[src/rtl/vga_frame_commit_pkg.sv]
// Shared constants, FSM encoding and helpers for the VGA tear-free commit block.
package vga_frame_commit_pkg;

    // Default word address of shadow word 0; the block decodes ten words from here.
    localparam logic [12:0] BASE_DEFAULT = 13'h1000;
    localparam logic [12:0] NUM_WORDS    = 13'd10;

    // Register offsets relative to BASE.
    localparam logic [3:0] OFF_CTRL   = 4'd8;
    localparam logic [3:0] OFF_STATUS = 4'd9;

    // CTRL write bits.
    localparam int unsigned CTRL_ARM_BIT   = 0;
    localparam int unsigned CTRL_FORCE_BIT = 1;

    typedef enum logic [1:0] {
        ST_IDLE   = 2'd0,
        ST_ARMED  = 2'd1,
        ST_COMMIT = 2'd2
    } state_e;

    // STATUS word: frame count in the top half, armed flag and dirty bits at the bottom.
    function automatic logic [31:0] status_word(input logic [15:0] fc,
                                                input logic        armed,
                                                input logic [1:0]  dirty);
        return {fc, 13'b0, armed, dirty};
    endfunction

    // CTRL readback only exposes the armed flag in bit 1.
    function automatic logic [31:0] ctrl_word(input logic armed);
        return {30'b0, armed, 1'b0};
    endfunction

endpackage

[src/rtl/vga_frame_commit_vs_edge_sync.sv]
// Brings the asynchronous active-low VGA vertical sync into the processor clock
// domain and flags its falling edge (start of vertical sync) for one cycle.
module vs_edge_sync (
    input  logic clk_i,
    input  logic rst_ni,
    input  logic vs_i,
    output logic vs_fall_o
);

    logic s1_q;
    logic s2_q;
    logic s3_q;

    // Two-flop synchronizer plus one history flop for edge detection.
    always_ff @(posedge clk_i or negedge rst_ni) begin
        if (!rst_ni) begin
            s1_q <= 1'b0;
            s2_q <= 1'b0;
            s3_q <= 1'b0;
        end else begin
            s1_q <= vs_i;
            s2_q <= s1_q;
            s3_q <= s2_q;
        end
    end

    // High-to-low transition of the synchronized VS.
    always_comb begin
        vs_fall_o = s3_q & ~s2_q;
    end

endmodule

[src/rtl/vga_frame_commit.sv]
// Tear-free update scheduler: processor stores land in shadow registers, which are
// copied onto the live p1VGA/p2VGA buses only at the start of vertical sync (when
// armed) or immediately on a force write.
module vga_frame_commit
    import vga_frame_commit_pkg::*;
#(
    parameter logic [12:0] BASE    = BASE_DEFAULT,
    parameter int          FRAME_W = 16
) (
    input  logic               clock,
    input  logic               reset_n,
    input  logic [12:0]        address,
    input  logic [31:0]        data_in,
    input  logic               wren,
    input  logic               vga_vs,
    output logic               hit,
    output logic [31:0]        data_out,
    output logic [127:0]       p1VGA,
    output logic [127:0]       p2VGA,
    output logic               frame_done,
    output logic [FRAME_W-1:0] frame_count
);

    state_e               state_q, state_d;
    logic [1:0][127:0]    shadow_q, shadow_d;
    logic [127:0]         p1_q, p1_d;
    logic [127:0]         p2_q, p2_d;
    logic [1:0]           dirty_q, dirty_d;
    logic                 frame_done_q, frame_done_d;
    logic [FRAME_W-1:0]   frame_count_q, frame_count_d;

    logic [12:0]          offset_s;
    logic [3:0]           off4_s;
    logic                 hit_s;
    logic                 shadow_wr_s;
    logic                 ctrl_wr_s;
    logic                 arm_wr_s;
    logic                 force_wr_s;
    logic                 vs_fall_s;
    logic                 armed_s;

    vs_edge_sync u_vs_sync (
        .clk_i     (clock),
        .rst_ni    (reset_n),
        .vs_i      (vga_vs),
        .vs_fall_o (vs_fall_s)
    );

    // Address decode; addresses below BASE wrap to large offsets and miss.
    always_comb begin
        offset_s    = address - BASE;
        off4_s      = offset_s[3:0];
        hit_s       = (offset_s < NUM_WORDS);
        shadow_wr_s = wren & hit_s & (off4_s < OFF_CTRL);
        ctrl_wr_s   = wren & hit_s & (off4_s == OFF_CTRL);
        arm_wr_s    = ctrl_wr_s & data_in[CTRL_ARM_BIT];
        force_wr_s  = ctrl_wr_s & data_in[CTRL_FORCE_BIT];
        armed_s     = (state_q == ST_ARMED);
    end

    // Next-state logic for shadows, dirty flags, live buses, frame counter and FSM.
    always_comb begin
        shadow_d      = shadow_q;
        dirty_d       = dirty_q;
        p1_d          = p1_q;
        p2_d          = p2_q;
        frame_done_d  = 1'b0;
        frame_count_d = frame_count_q;
        state_d       = state_q;

        if (vs_fall_s) begin
            frame_count_d = frame_count_q + FRAME_W'(1);
        end else begin
            frame_count_d = frame_count_q;
        end

        // Commit reads the pre-write shadow; a same-cycle store re-dirties below.
        if (state_q == ST_COMMIT) begin
            if (dirty_q[0]) begin
                p1_d = shadow_q[0];
            end else begin
                p1_d = p1_q;
            end
            if (dirty_q[1]) begin
                p2_d = shadow_q[1];
            end else begin
                p2_d = p2_q;
            end
            dirty_d      = 2'b00;
            frame_done_d = 1'b1;
        end else begin
            frame_done_d = 1'b0;
        end

        if (shadow_wr_s) begin
            shadow_d[off4_s[2]][{off4_s[1:0], 5'b00000} +: 32] = data_in;
            dirty_d[off4_s[2]] = 1'b1;
        end else begin
            dirty_d = dirty_d;
        end

        case (state_q)
            ST_IDLE: begin
                if (force_wr_s) begin
                    state_d = ST_COMMIT;
                end else if (arm_wr_s) begin
                    state_d = ST_ARMED;
                end else begin
                    state_d = ST_IDLE;
                end
            end
            ST_ARMED: begin
                if (force_wr_s || vs_fall_s) begin
                    state_d = ST_COMMIT;
                end else begin
                    state_d = ST_ARMED;
                end
            end
            ST_COMMIT: begin
                if (arm_wr_s) begin
                    state_d = ST_ARMED;
                end else begin
                    state_d = ST_IDLE;
                end
            end
            default: begin
                state_d = ST_IDLE;
            end
        endcase
    end

    // State registers with asynchronous clear.
    always_ff @(posedge clock or negedge reset_n) begin
        if (!reset_n) begin
            state_q       <= ST_IDLE;
            shadow_q      <= '0;
            p1_q          <= '0;
            p2_q          <= '0;
            dirty_q       <= 2'b00;
            frame_done_q  <= 1'b0;
            frame_count_q <= '0;
        end else begin
            state_q       <= state_d;
            shadow_q      <= shadow_d;
            p1_q          <= p1_d;
            p2_q          <= p2_d;
            dirty_q       <= dirty_d;
            frame_done_q  <= frame_done_d;
            frame_count_q <= frame_count_d;
        end
    end

    // Combinational readback mux; misses return zero.
    always_comb begin
        data_out = 32'h0;
        if (hit_s) begin
            if (off4_s < OFF_CTRL) begin
                data_out = shadow_q[off4_s[2]][{off4_s[1:0], 5'b00000} +: 32];
            end else if (off4_s == OFF_CTRL) begin
                data_out = ctrl_word(armed_s);
            end else begin
                data_out = status_word(16'(frame_count_q), armed_s, dirty_q);
            end
        end else begin
            data_out = 32'h0;
        end
    end

    // Output drive from registers (hit is the only decode-level output).
    always_comb begin
        hit         = hit_s;
        p1VGA       = p1_q;
        p2VGA       = p2_q;
        frame_done  = frame_done_q;
        frame_count = frame_count_q;
    end

endmodule

[config.mk]
export PLATFORM = sky130hd
export DESIGN_NAME = vga_frame_commit
export DESIGN_NICKNAME = d
export VERILOG_FILES = /design/src/rtl/vga_frame_commit_pkg.sv /design/src/rtl/vga_frame_commit_vs_edge_sync.sv /design/src/rtl/vga_frame_commit.sv
export SDC_FILE = /design/constraint.sdc
export NUM_CORES = 1
export LEC_CHECK = 0
export CORE_MARGIN = 3
export CORE_UTILIZATION = 58
export DETAILED_ROUTE_END_ITERATION = 10
export PLACE_DENSITY = 0.95
export SYNTH_ARGS = -nofsm -noshare
export SYNTH_HDL_FRONTEND = slang
export SYNTH_SLANG_ARGS = --single-unit
[constraint.sdc]
create_clock -name clock -period 8 [get_ports clock]
set_input_delay 2.4 -clock clock [delete_from_list [all_inputs] [get_ports clock]]
set_output_delay 2.4 -clock clock [all_outputs]
set_load 0.01 [all_outputs]
* After elaboration in Yosys (flattened, before gate mapping)
Index checks and enable logic that the tools add are counted.
** Word-level totals
- Flip-flop bits (word level) :: 536
- Input bits :: 49
- Output and inout bits :: 306
- Word-level logic and storage cells :: 54
** Cells by class
- Add/sub/neg operators :: 3
- Magnitude comparators :: 4
- Eq/ne operators :: 3
- Shift-type cells :: 3
- Mux-type cells :: 17
- Bitwise logic cells :: 8
- Reductions and logical operators :: 5
** Operator list (number)
- $mux 128 :: 3
- $bwmux 256 :: 1
- $demux 128 s1 :: 1
- $shift 32x9->128 const A :: 1
- $shiftx 128x8->32 :: 1
- $shiftx 32x9->128 :: 1
- $mux 32 :: 3
- $add 16x1->16 const B :: 1
- $lt 13x4->1 const B :: 1
- $sub 13x13->13 const B :: 1
- $neg 7->9 :: 1
- $mux 2 :: 4
- $and 1x1->1 :: 6
- $pmux 2 s3 :: 1
- $eq 4x4->1 const B :: 1
- $lt 4x4->1 const B :: 1
- $reduce_and 2->1 :: 2
- $mux 1 :: 3
- $eq 2x1->1 const B :: 1
- $eq 2x2->1 const B :: 1
- $logic_not 2->1 :: 1
- $lt 1x2->1 const B :: 1
- $or 2x2->2 :: 1
- $demux 1 s1 :: 1
- 4 further kinds :: 4

* Depth between registers and ports, before layout
Gate-level depths: netlist of the first run.
- Depth in word-level cells :: 8
- Mapped depth :: 10
- Depth with buffers taken out :: 6

* By module
From an unflattened synthesis of the first run, not the netlist that was laid out.
** Second synthesis, totals
- Cell total of the unflattened synthesis :: 1675
- Area total of the unflattened synthesis :: 22982.0 sq um
** By module, submodules not included
- vga_frame_commit :: instances 1, cells each 1671, area an instance 22893.2 sq um, sequential area each 13337.8 sq um
- vs_edge_sync :: instances 1, cells each 4, area an instance 88.8 sq um, sequential area each 75.1 sq um

* Worst setup path after synthesis of the first run
Ideal clock, no wire load.
- Path kind :: input port to output port
- Start :: input port address[11]
- End :: output port data_out[19]
- Arrival :: 4492 ps
- Required time :: 5600 ps
- Path slack :: 1108 ps
- Stages :: 6
- Buffers on the path :: 2
- Path through :: or4b_2 > nor4b_2 > nand2b_1 > buf_2 > buf_2 > nor3_1
** Between the ends
- Word-level cells in the longest chain between the ends :: 3
** RTL lines
- start, declared :: line vga_frame_commit.sv:12 : input logic [12:0] address,
- $sub 13x13->13 :: line vga_frame_commit.sv:51 : offset_s = address - BASE;
- $lt 13x4->1 :: line vga_frame_commit.sv:53 : hit_s = (offset_s < NUM_WORDS);
- net hit :: line vga_frame_commit.sv:16 : output logic hit,
- $mux 32 :: line vga_frame_commit.sv:156 : if (hit_s) begin
- end, declared :: line vga_frame_commit.sv:17 : output logic [31:0] data_out,
The timed path passes the listed nets, and every way through them passes these cells.

* Final worst setup path of the first run
- Start :: input port address[11]
- End :: output port data_out[18]
** Between the ends
- Word-level cells in the longest chain between the ends :: 3
** RTL lines (line)
- $sub 13x13->13 :: vga_frame_commit.sv:51
- $lt 13x4->1 :: vga_frame_commit.sv:53
- $mux 32 :: vga_frame_commit.sv:156
No other way between the ends.

==> results.yml, run 1 <==
status:
  status: "finished clean"
timing:
  slew_headroom: 0.2771
  finalSetupViolations: 0
  layout_min_cycle_time_ps: 7817
  rsz0062_at_grt: "false"
  hold_violations: 0
  finalSetupTns_ps: 0
  slew_violations: 0
  worst_slew_pin_slew_ps: 1084
  max_freq_mhz: 127.9
  layout_setup_ws_ps: 183.1
  post-route-period-util: 0.9771
  fin_skew_ps: 7.534
global_routing:
  grt_pass1_vias: 16290
  overflow: 0
  antenna_found_initial: 2
  gr-usage-all-layers: 0.3169
  grt_max_degree: 190
  grt_pass1_wl_mm: 99.81
cts:
  cts_buffer_depth: 3
  cts_tree: "yes"
  cts_buffers: 54
  ctsHoldBuffers: 0
  path_clk_slew_ps: 60
  htree_levels: 2
  postCtsSetupRepairBufs: 0
  cts.sinks: 536
  cts-root-buf: "clkbuf_16"
  clock_latency_ps: 580
  post_cts_resized: 0
yosys:
  synthFlopType: "dfrtp_1"
  yosysWarnings: 0
  synth_top_area_cell: "dfrtp_1"
  synthCells: 1521
  ys_ff_latch: 536
  yosysUniqueCellTypes: 44
  syn_avg_cell_area_um2: 15.09
  syn_nets: 1576
  synth_edf_count: 0
  postSynth.asyncResetShare: 1.000
  synth_area_leaders: "dfrtp_1 (58%), mux2_2 (25%), mux4_2 (6.3%)"
  yosysTopAreaCellShare: 0.5844
  synth_area_mm2: 0.02295
  seq_area_frac_synth: 0.5844
route:
  ant_nets: 0
  wl_per_cell_um: 27.12
  drc: 0
  viasPerCell: 6.166
  first_iter_violations: 1100
  drt_pre_antenna_iters: 7
  drt_wl_total_mm: 66.17
  vias: 15050
final_layout:
  stdcell_area_mm2: 0.02902
  final_layout_size_suffix_gt1_frac: 0.3755
  area_delta_synth_final_pct: 26.45
  final_nets: 1935
critical_path:
  path_class: "input port to primary output"
  crit_required_ps: 5600
  worst_path_most_repeated_cell: "clkdlybuf4s50_1"
  arrival_ps: 5420
  critPathLaunchType: "input port"
  crit_path_max_incr_delay_ps: 800
  critical_path_buf_inv_count: 3
  path_cells: "clkdlybuf4s50_1 -> or4b_2 -> nor4b_2 -> nand2b_1 -> buf_4 -> nor3_1 -> clkdlybuf4s50_1"
  critPathCaptureType: "primary output"
  path_delay_family: "simple AND/OR/NAND/NOR gates"
  cp_max_fo: 7
  critPathSlowestCell: "or4b_2"
floorplan:
  fp.coreArea_mm2: 0.03883
  placementRows: 72
  dieHeight_um: 204.9
  io-pin-count: 355
  die_x_um: 204.9
  die_area_mm2: 0.04200
  start_util: 0.5912
placed_design:
  gp_congestion: 0.8796
  dp_hpwl_mm: 43.61
  dpl_cell_area_mm2: 0.02710
  portBuffers: 354
  dp_slack_ps: 200.0
worst_hold_path:
  hold_path.class: "flip-flop to flip-flop"
flow_run:
  maxCapViolations: 0
power_and_ir_drop:
  leakage_nw: 13.99
  ir_drop_mv: 0.2113
  power.density_mw_per_mm2: 196.8
==> flip-flops by register name (all words and copies together) (netlist names) <==
name,flops
state_q,2
p2VGA,128
frame_count,16
dirty_q,2
frame_done,1
p1VGA,128
u_vs_sync.s2_q,1
u_vs_sync.s3_q,1
shadow_q,256
u_vs_sync.s1_q,1
==> layout by cell type (no fill, tap or decap), types with 2 or more instances in the layout <==
cell / n
a211oi_1: 2
a21oi_1: 15
and2_1: 128
and3_1: 3
buf_12: 2
buf_4: 38
bufinv_16: 6
clkbuf_1: 6
clkbuf_16: 57
clkbuf_8: 17
clkdlybuf4s50_1: 351
clkinv_2: 7
clkinvlp_4: 3
dfrtp_1: 536
diode_2: 2
ha_1: 6
inv_1: 6
mux2_2: 509
mux2i_1: 3
mux4_2: 64
nand2_1: 36
nand2_4: 2
nand2b_1: 4
nand3_1: 7
nand3_2: 3
nand4_1: 7
nor2_1: 20
nor2b_1: 3
nor3_1: 16
nor3b_2: 3
nor4_1: 2
o21ai_0: 3
o22ai_1: 17
or4_1: 2
xnor2_1: 12
xor2_1: 3
==> final timing paths <==
kind,cells past startpoint,from,end,slack [ps]
min in group asynchronous,1,reset_n,p1VGA[4],1920
max in group asynchronous,2,reset_n,p1VGA[25],4550
worst max register to register,5,state_q[0],p1VGA[44],5010
worst min register to register,0,u_vs_sync.s1_q,u_vs_sync.s2_q,360
worst max-delay path,7,address[11],data_out[18],180
worst min-delay path,0,u_vs_sync.s1_q,u_vs_sync.s2_q,360
==> cell families after synthesis <==
logic type	share of synthesized area
multiplexers	0.3138
flip-flops	0.5844
AND/OR/NAND/NOR	0.06089
buffers and inverters	0.01995
AO/OA/AOI/OAI	0.01199
XOR/XNOR	0.005724
adder cells (fa/ha/maj)	0.003271
==> worst reg2reg max path: cells and delay by family (launching register included) <==
kind | cells | cell delay (ps)
muxes | 1 | 530
and+or+nand+nor | 2 | 880
buffers and inverters | 2 | 1070
DFF | 1 | 390
==> where the power goes <==
part	internal (mW)	leakage [nW]	total (mW)	switching, mW
Combinational	0.101	5.58	0.270	0.169
Clock	1.64	0.944	2.68	1.04
Sequential	2.73	7.47	2.76	0.0361
==> cell type report <==
type | instances | area [um^2]
Clock inverter | 16 | 237.7
Fill cell | 2197 | 9803
Antenna cell | 2 | 5.005
Inverter | 8 | 30.03
Tap cell | 518 | 648.1
Clock buffer | 80 | 1683
Sequential cell | 536 | 13410
Timing Repair Buffer | 393 | 3865
Multi-Input combinational cell | 887 | 9143
==> cell usage after synthesis (2+ instances only) <==
| master | instances |
|---|---|
| a211oi_1 | 2 |
| mux2_2 | 509 |
| nand2_1 | 39 |
| clkbuf_1 | 52 |
| nor4_1 | 2 |
| nor3_1 | 17 |
| a21oi_1 | 15 |
| buf_2 | 18 |
| o21ai_0 | 3 |
| ha_1 | 6 |
| nor2b_1 | 4 |
| xor2_1 | 3 |
| mux2i_1 | 3 |
| o22ai_1 | 17 |
| mux4_2 | 64 |
| and3_1 | 3 |
| nand2b_1 | 4 |
| xnor2_1 | 12 |
| inv_1 | 6 |
| nor3b_1 | 3 |
| and2_1 | 128 |
| nand3_1 | 10 |
| nor2_1 | 20 |
| dfrtp_1 | 536 |
| nand4_1 | 7 |
| or4_1 | 2 |
| buf_1 | 11 |
| buf_6 | 9 |
==> metrics by stage <==
step / total power [mW] / hold WS (ps) / util / instances
after global placement: 3.065 / 333.8 / 0.6979 / 2342
after global routing: 5.884 / 366.8 / 0.7475 / 2440
after detailed placement: 3.075 / 349.0 / 0.6979 / 2342
final: 5.713 / 363.9 / 0.7475 / 2440
after CTS: 5.745 / 364.5 / 0.7474 / 2438
after floorplan: 2.898 / 331.2 / - / 1521
==> routing by layer <==
layer / wire [um] / up-vias / track usage
met5: 0 / - / 0
met4: 3368 / 0 / 0.1552
met3: 5775 / 188 / 0.08390
met2: 32300 / 777 / 0.5196
met1: 24730 / 7881 / 0.3937
li1: - / 6200 / -
No activity file was read; power rests on OpenSTA's default activity.
==> run 2, diff against run 1 <==
Settings changed: CORE_MARGIN 3 to default.
==> run 2 against run 1 <==
  * Final cell count is 0.12% lower
  * Power is 3.4% lower
  * Clock skew is 15 ps higher
  * Critical path type unchanged
  * Largest cell class unchanged
==> results.yml, run 2 (same netlist as run 1, synthesis figures left out) <==
timing:
  fin_skew_ps: 22.97
  rsz0062_at_grt: "false"
  finalSetupViolations: 0
  slew_headroom: 0.09552
  slew_violations: 0
  finalSetupTns_ps: 0
  post-route-period-util: 0.9749
  layout_min_cycle_time_ps: 7799
  max_freq_mhz: 128.2
  hold_slack_ps: 362.4
  worst_slew_pin_slew_ps: 1349
  layout_setup_ws_ps: 201.0
  hold_violations: 0
critical_path:
  r2r_start: "state_q[0]"
  r2r-end: "p2VGA[66]"
  critPathCaptureType: "primary output"
  rr_worst_depth: 5
  startpoint: "address[12]"
  path_class: "input port to primary output"
  critPathLaunchType: "input port"
  cp_max_fo: 6
  rrSetupSlack_ps: 4950
  arrival_ps: 5400
  crit_required_ps: 5600
  crit_end: "data_out[21]"
global_routing:
  grt_pass1_vias: 16330
  overflow: 0
  grt_pass1_wl_mm: 100.6
  gr-usage-all-layers: 0.3310
  antenna_found_initial: 5
  grt_max_degree: 199
final_layout:
  regMostFlops: "shadow_q"
  stdcell_area_mm2: 0.02884
  multi_input_area_mm2: 0.009159
  fillers: 2306
  final_nets: 1929
  area_delta_synth_final_pct: 25.64
  register_area_mm2: 0.01341
  largest_register_ffs: 256
  final_layout_size_suffix_gt1_frac: 0.3708
  final_cell_mix: "dfrtp_1 (536), mux2_2 (509), clkdlybuf4s50_1 (351)"
  final_common_cell: "dfrtp_1"
route:
  wl_per_cell_um: 26.86
  drc: 0
  ant_nets: 0
  drt_pre_antenna_iters: 5
  viasPerCell: 6.151
  first_iter_violations: 1144
  vias: 14990
  drt_wl_total_mm: 65.46
cts:
  cts_buffer_depth: 3
  htree_levels: 2
  cts_tree: "yes"
  postCtsSetupRepairBufs: 0
  cts-root-buf: "clkbuf_16"
  clock_latency_ps: 600
  ctsHoldBuffers: 0
  cts_buffers: 52
  path_clk_slew_ps: 60
  cts.sinks: 536
floorplan:
  placementRows: 72
  die_x_um: 200.9
  dieHeight_um: 200.9
  start_util: 0.5912
  fp.coreArea_mm2: 0.03883
  io-pin-count: 355
  die_area_mm2: 0.04037
placed_design:
  portBuffers: 354
  dp_hpwl_mm: 42.30
  dpl_cell_area_mm2: 0.02708
  dp_slack_ps: -80.57
  gp_congestion: 0.8947
power_and_ir_drop:
  power_mw: 5.519
  leakage_nw: 13.90
  ir_drop_mv: 0.2143
  power.density_mw_per_mm2: 191.4
flow_run:
  maxCapViolations: 0
worst_hold_path:
  hold_path.class: "flip-flop to flip-flop"
status:
  status: "finished clean"
[run 2: cell count changes in the layout (fill, tap and decap cells not counted), sizes merged]
cell,delta
diode,+2
clkinv,+3
inv,+2
clkbuf,-1
buf,-4
clkinvlp,-3
bufinv,-2
[run 2: per-layer routing]
layer | vias up | part of all wire | global-route usage | wire (um)
li1 | 6182 | - | - | -
met2 | 669 | 0.50 | 0.5449 | 32830
met5 | - | 0.00020 | 0 | 13
met4 | 2 | 0.037 | 0.1475 | 2391
met1 | 7989 | 0.39 | 0.4299 | 25760
met3 | 147 | 0.068 | 0.06282 | 4467
[run 2: worst min-delay path by stage]
| stage | from | to | slack, ps | cells after the start |
|---|---|---|---|---|
| global route | u_vs_sync.s1_q | u_vs_sync.s2_q | 380 | 0 |
| floorplan | u_vs_sync.s1_q | u_vs_sync.s2_q | 330 | 0 |
| detailed placement | u_vs_sync.s1_q | u_vs_sync.s2_q | 340 | 0 |
| finish | u_vs_sync.s1_q | u_vs_sync.s2_q | 360 | 0 |
| global placement | u_vs_sync.s1_q | u_vs_sync.s2_q | 340 | 0 |
| CTS | u_vs_sync.s1_q | u_vs_sync.s2_q | 360 | 0 |
[run 2: timing repair]
item | in CTS | in global routing
resized for setup | 2 | 1
pin swaps | 0 | 0
endpoints found under the hold margin | 0 | 0
endpoints found under the setup margin | 3 | 4
[run 2: cell type report]
class,count,area share
multi-input cells,887,0.3176
clock inverters,16,0.006638
clock buffers,79,0.05354
repair buffers,389,0.1333
well taps,518,0.02247
inverters,8,0.001041
flip-flops and latches,536,0.4651
diodes,4,0.0003471
[run 2: through the flow]
step	utilization	cells
floorplan	-	1521
global placement	0.6974	2338
detailed placement	0.6974	2338
CTS	0.7423	2433
global route	0.7427	2437
finish	0.7427	2437
[run 2: power by group]
group / leakage (nW) / switching (mW) / internal, mW / total (mW)
clock network: 0.861 / 1.04 / 1.46 / 2.49
logic: 5.58 / 0.168 / 0.100 / 0.268
registers: 7.47 / 0.0294 / 2.73 / 2.76
total: 13.9 / 1.23 / 4.28 / 5.52
[run 2: worst max-delay path: stages]
cell	delay (ps)
clkdlybuf4s50_1	480
or4b_2	740
nor4b_4	460
nand2b_2	270
buf_4	230
nor3_1	230
clkdlybuf4s50_1	570
